===== src/rtl/sign_packer.sv =====
// Sign packer: gathers a stream of single sign bits LSB-first into DW-bit words
// and queues completed words, tagged with a last-of-hypervector flag, in a small
// output FIFO. Backpressure is derived from registered occupancy only; any sign
// bit offered while the FIFO is full is dropped and flagged in a sticky overflow
// bit.
module sign_packer #(
    parameter int unsigned DW    = 32,
    parameter int unsigned DEPTH = 4
) (
    input  logic          clk,
    input  logic          rst,
    input  logic          sign_valid,
    input  logic          sign_bit,
    input  logic          sign_last,
    output logic          in_ready,
    output logic [DW-1:0] m_data,
    output logic          m_valid,
    output logic          m_last,
    input  logic          m_ready,
    output logic          overflow
);

    localparam int unsigned CW = $clog2(DW);
    localparam int unsigned PW = $clog2(DEPTH);
    localparam int unsigned OW = $clog2(DEPTH + 1);
    localparam logic [CW-1:0] CntMax = CW'(DW - 1);
    localparam logic [OW-1:0] OccFull = OW'(DEPTH);

    // Each FIFO entry holds {last, word}.
    typedef logic [DW:0] entry_t;

    logic [DW-1:0] shift_q, shift_d;
    logic [CW-1:0] cnt_q, cnt_d;
    logic [PW-1:0] wr_ptr_q, wr_ptr_d;
    logic [PW-1:0] rd_ptr_q, rd_ptr_d;
    logic [OW-1:0] occ_q, occ_d;
    logic          overflow_q, overflow_d;
    entry_t        mem_q [DEPTH];
    entry_t        mem_d [DEPTH];

    logic          accept;
    logic          pop;
    logic          push;
    logic [DW-1:0] merged;

    // Handshake status comes straight from registered state.
    always_comb begin
        in_ready = (occ_q < OccFull);
        m_valid  = (occ_q != '0);
        m_data   = mem_q[rd_ptr_q][DW-1:0];
        m_last   = mem_q[rd_ptr_q][DW];
        overflow = overflow_q;
    end

    // Bit assembly: merge the accepted bit and decide whether the word closes.
    always_comb begin
        accept  = sign_valid && in_ready;
        pop     = m_valid && m_ready;
        push    = 1'b0;
        shift_d = shift_q;
        cnt_d   = cnt_q;
        // Upper bits of shift_q are always zero, so an early close is zero-filled.
        merged  = shift_q | ({{(DW-1){1'b0}}, sign_bit} << cnt_q);
        if (accept) begin
            if (sign_last || (cnt_q == CntMax)) begin
                push    = 1'b1;
                shift_d = '0;
                cnt_d   = '0;
            end else begin
                shift_d = merged;
                cnt_d   = cnt_q + CW'(1);
            end
        end
    end

    // FIFO bookkeeping and sticky overflow.
    always_comb begin
        mem_d      = mem_q;
        wr_ptr_d   = wr_ptr_q;
        rd_ptr_d   = rd_ptr_q;
        overflow_d = overflow_q;
        if (push) begin
            mem_d[wr_ptr_q] = {sign_last, merged};
            // Pointer width equals log2(DEPTH), so the increment wraps on its own.
            wr_ptr_d        = wr_ptr_q + PW'(1);
        end
        if (pop) begin
            rd_ptr_d = rd_ptr_q + PW'(1);
        end
        // Push only happens below full, so occupancy never exceeds DEPTH.
        occ_d = occ_q + OW'(push) - OW'(pop);
        if (sign_valid && !in_ready) begin
            overflow_d = 1'b1;
        end
    end

    // State register; storage is cleared too so m_data reads 0 after reset.
    always_ff @(posedge clk) begin
        if (rst) begin
            shift_q    <= '0;
            cnt_q      <= '0;
            wr_ptr_q   <= '0;
            rd_ptr_q   <= '0;
            occ_q      <= '0;
            overflow_q <= 1'b0;
            for (int i = 0; i < int'(DEPTH); i++) begin
                mem_q[i] <= '0;
            end
        end else begin
            shift_q    <= shift_d;
            cnt_q      <= cnt_d;
            wr_ptr_q   <= wr_ptr_d;
            rd_ptr_q   <= rd_ptr_d;
            occ_q      <= occ_d;
            overflow_q <= overflow_d;
            mem_q      <= mem_d;
        end
    end

endmodule


===== config.mk =====
export PLATFORM = sky130hd
export DESIGN_NAME = sign_packer
export DESIGN_NICKNAME = d
export VERILOG_FILES = /design/src/rtl/sign_packer.sv
export SDC_FILE = /design/constraint.sdc
export NUM_CORES = 1
export LEC_CHECK = 0
export ABC_CLOCK_PERIOD_IN_PS = 3100
export CORE_UTILIZATION = 43
export DETAILED_ROUTE_END_ITERATION = 8
export GPL_TIMING_DRIVEN = 0
export SYNTH_ARGS = -nofsm -noshare
export SYNTH_HDL_FRONTEND = slang
export SYNTH_SLANG_ARGS = --single-unit

===== constraint.sdc =====
create_clock -name clk -period 3.1 [get_ports clk]
set_input_delay 0.31 -clock clk [delete_from_list [all_inputs] [get_ports clk]]
set_output_delay 0.31 -clock clk [all_outputs]
set_load 0.03 [all_outputs]

==> results of run 1 <==
## timing repair
item                       in CTS  in global routing
setup endpoints to repair      12                 18
gates resized for setup         2                  3
hold buffers                    0                  0
## logic make-up after synthesis
family / Yosys count / synth area share, %
AOI/OAI and AO/OA: 332 / 28.0
DFF: 177 / 46.0
buffers and inverters: 115 / 7.65
and+or+nand+nor: 81 / 5.94
muxes: 37 / 10.2
adders and majority gates: 9 / 1.56
xor gates and xnor gates: 6 / 0.682
## registers in the layout (all words and copies together), names as in the netlist
name	cells
wr_ptr_q	2
overflow	1
mem_q	132
occ_q	3
cnt_q	5
shift_q	32
rd_ptr_q	2
## layout make-up
class,count,share of cell area (%)
multi-input cells,465,39.9
flip-flops and latches,177,39.6
plain buffers,108,6.43
clock buffers,23,5.34
repair buffers,40,4.47
well taps,225,3.14
clock inverters,6,0.922
inverters,6,0.252
## worst max-delay path: cells and delay by family (launching register included)
family	cells	cell delay [ps]
DFF	1	310
buffers and inverters	4	1570
muxes	1	370
## cell usage in the layout, fill, tap and decap left out, types with 4 or more instances in the layout
cell type	count
dfxtp_1	177
buf_1	6
nor4bb_1	4
buf_4	8
and3_1	5
buf_6	12
clkdlybuf4s50_1	40
clkbuf_16	17
xnor2_1	4
nand2b_1	6
mux2i_1	4
nor2_1	40
nor2b_1	4
a31oi_1	128
and4b_1	4
a21oi_1	70
inv_1	6
buf_2	31
ha_1	8
clkbuf_1	51
a211oi_1	127
nand2_1	5
mux4_2	33
## stage by stage
step           utilization [%]  worst slack (ps)  hold slack [ps]  total power, mW
6_report                  51.4               106              327             6.16
5_1_grt                   51.4              5.80              363             6.36
4_1_cts                   51.4              3.34              326             6.15
3_5_place_dp              48.1               106              455             4.06
3_3_place_gp              48.1               108              448             4.04
2_1_floorplan                -               590              438             3.55
## routing by layer
metal / GRT usage (%) / part of all wire, % / vias to the layer above
li1: - / - / 3056
met1: 35.4 / 43 / 3320
met4: 9.57 / 2.0 / 0
met2: 43.7 / 47 / 302
met3: 8.91 / 7.8 / 47
met5: 0 / 0 / -
## power by group
| part | switching [mW] | internal (mW) |
|---|---|---|
| Clock | 0.891 | 1.23 |
| Combinational | 0.969 | 0.610 |
| Sequential | 0.0684 | 2.39 |
## how the worst max path moves through the flow
stage,startpoint,to,cells after the start
2_1_floorplan,cnt_q[2],occ_q[2],13
3_3_place_gp,sign_valid,occ_q[2],11
3_5_place_dp,sign_valid,occ_q[2],11
4_1_cts,rd_ptr_q[1],m_data[8],5
5_1_grt,rd_ptr_q[0],m_data[30],5
6_report,rd_ptr_q[0],m_data[23],5
==> out/metrics.yaml, run 1 <==
placement:
  place_area_sq_um: 8390
  io_buffers: 40
  placed_cells: 1022
  gp_congestion: 0.846
  dp_hpwl_microns: 16900
floorplan:
  num_rows: 48
  die_x_microns: 136
  core_area_sq_um: 17400
  die-area_sq_um: 18500
  dieHeight_microns: 136
  initial_core_util_pct: 44.2
  ioPinCount: 42
run:
  maxCapViolCount: 0
drt:
  ant_nets: 0
  via_per_inst: 6.40
  drtIter0Drc: 770
  num_vias: 6725
  drc: 0
  routed_wl_microns: 24600
  wl_per_cell_microns: 23.4
  dr.pass1.iters: 5
min_path:
  min_to: "mem_q[98]"
  hold_path_depth: 3
  min_path_type: "input pin to flop"
  hp-start: "rst"
setup_path:
  path_cells: "buf_2 > buf_4 > buf_2 > mux4_2 > clkdlybuf4s50_1"
  critPathMaxStageDelay_ps: 610
  crit_path_max_fanout: 10
  r2r_end: "occ_q[2]"
  worstSetupPathType: "flop to output pin"
  reg2reg_from: "cnt_q[3]"
  crit_top_cell: "buf_2"
  worstPathArrival_ps: 2680
  cp_slowest_cell: "clkdlybuf4s50_1"
  cp.required_ps: 2790
  start_kind: "flop"
  r2r_cells: 12
  rrSetupSlack_ps: 570
  endpoint_kind: "output pin"
final_layout:
  regArea_sq_um: 3540
  fill_cells: 1570
  fin_cells: 1050
  area_growth_pct: 16.2
  diodes: 0
  nNetsFinal: 830
  drive_gt1_share_pct: 14.2
  design_area_sq_um: 8950
  multiInputGateArea_sq_um: 3570
sta:
  fin_crit_sh_pct: 96.6
  max_freq_mhz: 334
  clock_skew_ps: 6.27
  maxSlewViolCount: 0
  finalSetupViolCount: 0
  worst_pin_slew_ps: 1090
  tns_ps: 0
  max-slew-margin-rel_pct: 27.2
  grt_setup_unrepaired: "false"
  hold_viol: 0
  period_needed_ps: 2990
grt:
  overflow: 0
  antenna_found_initial: 0
  grtUsageTotal_pct: 27.6
  grt_pass1_wl_microns: 37800
  grt_max_degree: 17
  first_global_vias: 6484
power_and_ir_drop:
  p_per_area_nw_per_um2: 688
  ir_drop_uv: 462
  p_leak_nw: 2.88
clock_tree:
  clockBufferDepth: 2
  clk_pin_slew_ps: 60
  cts_setup_buffers: 0
  clockRootBuffer: "clkbuf_16"
  tritoncts: "built"
  cts-htree-levels: 4
  clock_latency_ps: 440
  numClockSinks: 177
  cts_buffers: 17
logic_synthesis:
  yosysSeqAreaShare_pct: 46.0
  syn-cell-area_sq_um: 7700
  synthTopCellsByArea: "dfxtp_1 46%, a211oi_1 12%, a31oi_1 10%"
  synthDistinctLibCells: 38
  avgSynthCellArea_sq_um: 10.2
  synth_cells: 757
  yosysWarnings: 0
  async_reset_ff_share_pct: 0
  synth.top_cell.area_share_pct: 46.0
  ys_ff_latch: 177
  synth_ff_type: "dfxtp_1"
  synth_largest_area_cell: "dfxtp_1"
  synth_most_common_cell: "dfxtp_1"
  synthTopCellsByCount: "177 x dfxtp_1, 128 x a31oi_1, 127 x a211oi_1, 70 x a21oi_1, 49 x clkbuf_1"
  syn_nets: 772
  synth_edf_count: 0
status:
  status: "completed"
No activity file was read; power rests on OpenSTA's default activity.
==> run 2, diff against run 1 <==
--- a/config.mk
+++ b/config.mk
@@ -9,6 +9,7 @@
 export CORE_UTILIZATION = 43
 export DETAILED_ROUTE_END_ITERATION = 8
 export GPL_TIMING_DRIVEN = 0
+export PLACE_DENSITY = 0.71
 export SYNTH_ARGS = -nofsm -noshare
 export SYNTH_HDL_FRONTEND = slang
 export SYNTH_SLANG_ARGS = --single-unit
==> run 2 against run 1 <==
  * Clock power grew 2%
  * Routed wire length shrank 3.3%
  * Design area is essentially flat
  * Via count grew 1.1%
  * First-iteration DRC count shrank 6.0%
  * Sequential power is essentially flat
  * Final cell count stayed put
  * Critical endpoint is now m_data[16]
  * Largest cell class unchanged
  * Largest power group unchanged
==> out/metrics.yaml, run 2 (synthesized netlist as in run 1, its figures left out) <==
status:
  status: "completed"  # unchanged
setup_path:
  reg2reg_from: "cnt_q[2]"  # was cnt_q[3]
  endpoint: "m_data[16]"  # was m_data[23]
  rrSetupSlack_ps: 560  # was 570 ps
  start_kind: "flop"  # unchanged
  endpoint_kind: "output pin"  # unchanged
  startpoint: "rd_ptr_q[1]"  # was rd_ptr_q[0]
  worstPathArrival_ps: 2680  # about the same
  r2r_end: "occ_q[2]"  # unchanged
  crit_path_max_fanout: 10  # unchanged
  worstSetupPathType: "flop to output pin"  # unchanged
  r2r_cells: 12  # unchanged
  cp.required_ps: 2790  # about the same
final_layout:
  top_register: "mem_q"  # unchanged
  reg_top3: "mem_q x132, shift_q x32, cnt_q x5"  # unchanged
  final_common_cell: "dfxtp_1"  # unchanged
  design_area_sq_um: 8960  # was 8950 sq um
  area_growth_pct: 16.3  # was 16.2%
  largest_reg_flops: 132  # unchanged
  nNetsFinal: 830  # unchanged
  regArea_sq_um: 3540  # unchanged
  final_cell_mix: "177 x dfxtp_1, 128 x a31oi_1, 127 x a211oi_1"  # unchanged
  multiInputGateArea_sq_um: 3570  # unchanged
  fill_cells: 1574  # was 1570
  final_util_pct: 51.5  # was 51.4%
  drive_gt1_share_pct: 14.1  # was 14.2%
  diodes: 0  # unchanged
floorplan:
  core_area_sq_um: 17400  # unchanged
  ioPinCount: 42  # unchanged
  initial_core_util_pct: 44.2  # unchanged
  dieHeight_microns: 136  # unchanged
  num_rows: 48  # unchanged
  die-area_sq_um: 18500  # unchanged
  die_x_microns: 136  # unchanged
grt:
  antenna_found_initial: 0  # unchanged
  grt_pass1_wl_microns: 36900  # was 37800 microns
  first_global_vias: 6442  # was 6484
  grtUsageTotal_pct: 26.7  # was 27.6%
  grt_max_degree: 17  # unchanged
  overflow: 0  # unchanged
sta:
  tns_ps: 0  # unchanged
  max-slew-margin-rel_pct: 22.8  # was 27.2%
  clock_skew_ps: 8.90  # was 6.27 ps
  holdWs_ps: 319  # was 327 ps
  fin_crit_sh_pct: 96.4  # was 96.6%
  layout_setup_ws_ps: 110  # was 106 ps
  maxSlewViolCount: 0  # unchanged
  max_freq_mhz: 334  # about the same
  finalSetupViolCount: 0  # unchanged
  hold_viol: 0  # unchanged
  period_needed_ps: 2990  # about the same
  worst_pin_slew_ps: 1150  # was 1090 ps
  grt_setup_unrepaired: "false"  # unchanged
power_and_ir_drop:
  p_per_area_nw_per_um2: 691  # was 688 nW/um^2
  pwr-share-comb_pct: 25.3  # was 25.6%
  p_clk_share_pct: 35.0  # was 34.5%
  ir_drop_uv: 464  # was 462 uV
  p_leak_nw: 2.88  # about the same
  p_int_mw: 4.29  # was 4.23 mW
  pwr-share-seq_pct: 39.8  # was 39.9%
  p_sw_mw: 1.90  # was 1.93 mW
  p_sw_share_pct: 30.7  # was 31.3%
clock_tree:
  cts_setup_buffers: 0  # unchanged
  cts.hold.buffers_added: 0  # unchanged
  clockRootBuffer: "clkbuf_16"  # unchanged
  cts-htree-levels: 4  # unchanged
  clockBufferDepth: 2  # unchanged
  clock_latency_ps: 440  # about the same
  clk_pin_slew_ps: 60  # about the same
  numClockSinks: 177  # unchanged
  cts_buffers: 17  # unchanged
  tritoncts: "built"  # unchanged
drt:
  routed_wl_microns: 23800  # was 24600 microns
  ant_nets: 0  # unchanged
  num_vias: 6799  # was 6725
  dr.pass1.iters: 5  # unchanged
  drc: 0  # unchanged
  wl_per_cell_microns: 22.6  # was 23.4 microns
  drtIter0Drc: 724  # was 770
  via_per_inst: 6.48  # was 6.40
placement:
  dp_hpwl_microns: 15900  # was 16900 microns
  gp_congestion: 0.849  # was 0.846
  pre_cts_ws_ps: 92.5  # was 106 ps
  place_area_sq_um: 8390  # unchanged
  io_buffers: 40  # unchanged
run:
  maxCapViolCount: 0  # unchanged
min_path:
  hold_path_depth: 3  # unchanged
  min_path_type: "input pin to flop"  # unchanged
-- run 2: through the flow --
| stage | std cells | power (mW) |
|---|---|---|
| after floorplan | 757 | 3.55 |
| after global routing | 1050 | 6.38 |
| after detailed placement | 1022 | 4.05 |
| after global placement | 1022 | 4.03 |
| after CTS | 1051 | 6.17 |
| final | 1050 | 6.19 |
-- run 2: layer usage --
layer | share of wire [%] | GRT usage (%)
met1 | 42 | 36.0
met2 | 46 | 42.0
met3 | 8.6 | 4.85
met4 | 2.7 | 11.5
met5 | 0 | 0
-- run 2: what timing repair did --
action	4_1_cts	5_1_grt
resized for setup	0	2
setup endpoints to repair	0	29
hold endpoints to repair	0	0
-- run 2: worst max-delay path: stages (launching register included) --
cell and delay [ps]:
dfxtp_1 300, buf_2 240, clkbuf_4 330, buf_2 350, mux4_2 410, clkdlybuf4s50_1 620
-- run 2: how the worst min path moves through the flow --
stage,from,to,slack [ps]
6_report,rst,mem_q[32],320
3_3_place_gp,shift_q[23],shift_q[23],450
4_1_cts,rst,mem_q[65],330
2_1_floorplan,shift_q[0],shift_q[0],440
5_1_grt,rst,mem_q[32],370
3_5_place_dp,shift_q[4],shift_q[4],460
-- run 2: layout make-up --
cell class / count / area share (%)
sequential: 177 / 39.5
multi-input combinational: 465 / 39.8
clock inverter: 6 / 1.20
timing repair buffer: 40 / 4.47
clock buffer: 23 / 5.22
buffer: 108 / 6.34
inverter: 6 / 0.251
tap: 225 / 3.14
-- run 2: power by group through the flow --
| stage | registers, mW | clock network, mW | logic [mW] |
|---|---|---|---|
| after floorplan | 2.49 | 0 | 1.06 |
| after global placement | 2.50 | 0 | 1.53 |
| after detailed placement | 2.51 | 0 | 1.54 |
| after CTS | 2.46 | 2.16 | 1.55 |
| after global routing | 2.47 | 2.25 | 1.66 |
| final | 2.46 | 2.16 | 1.57 |
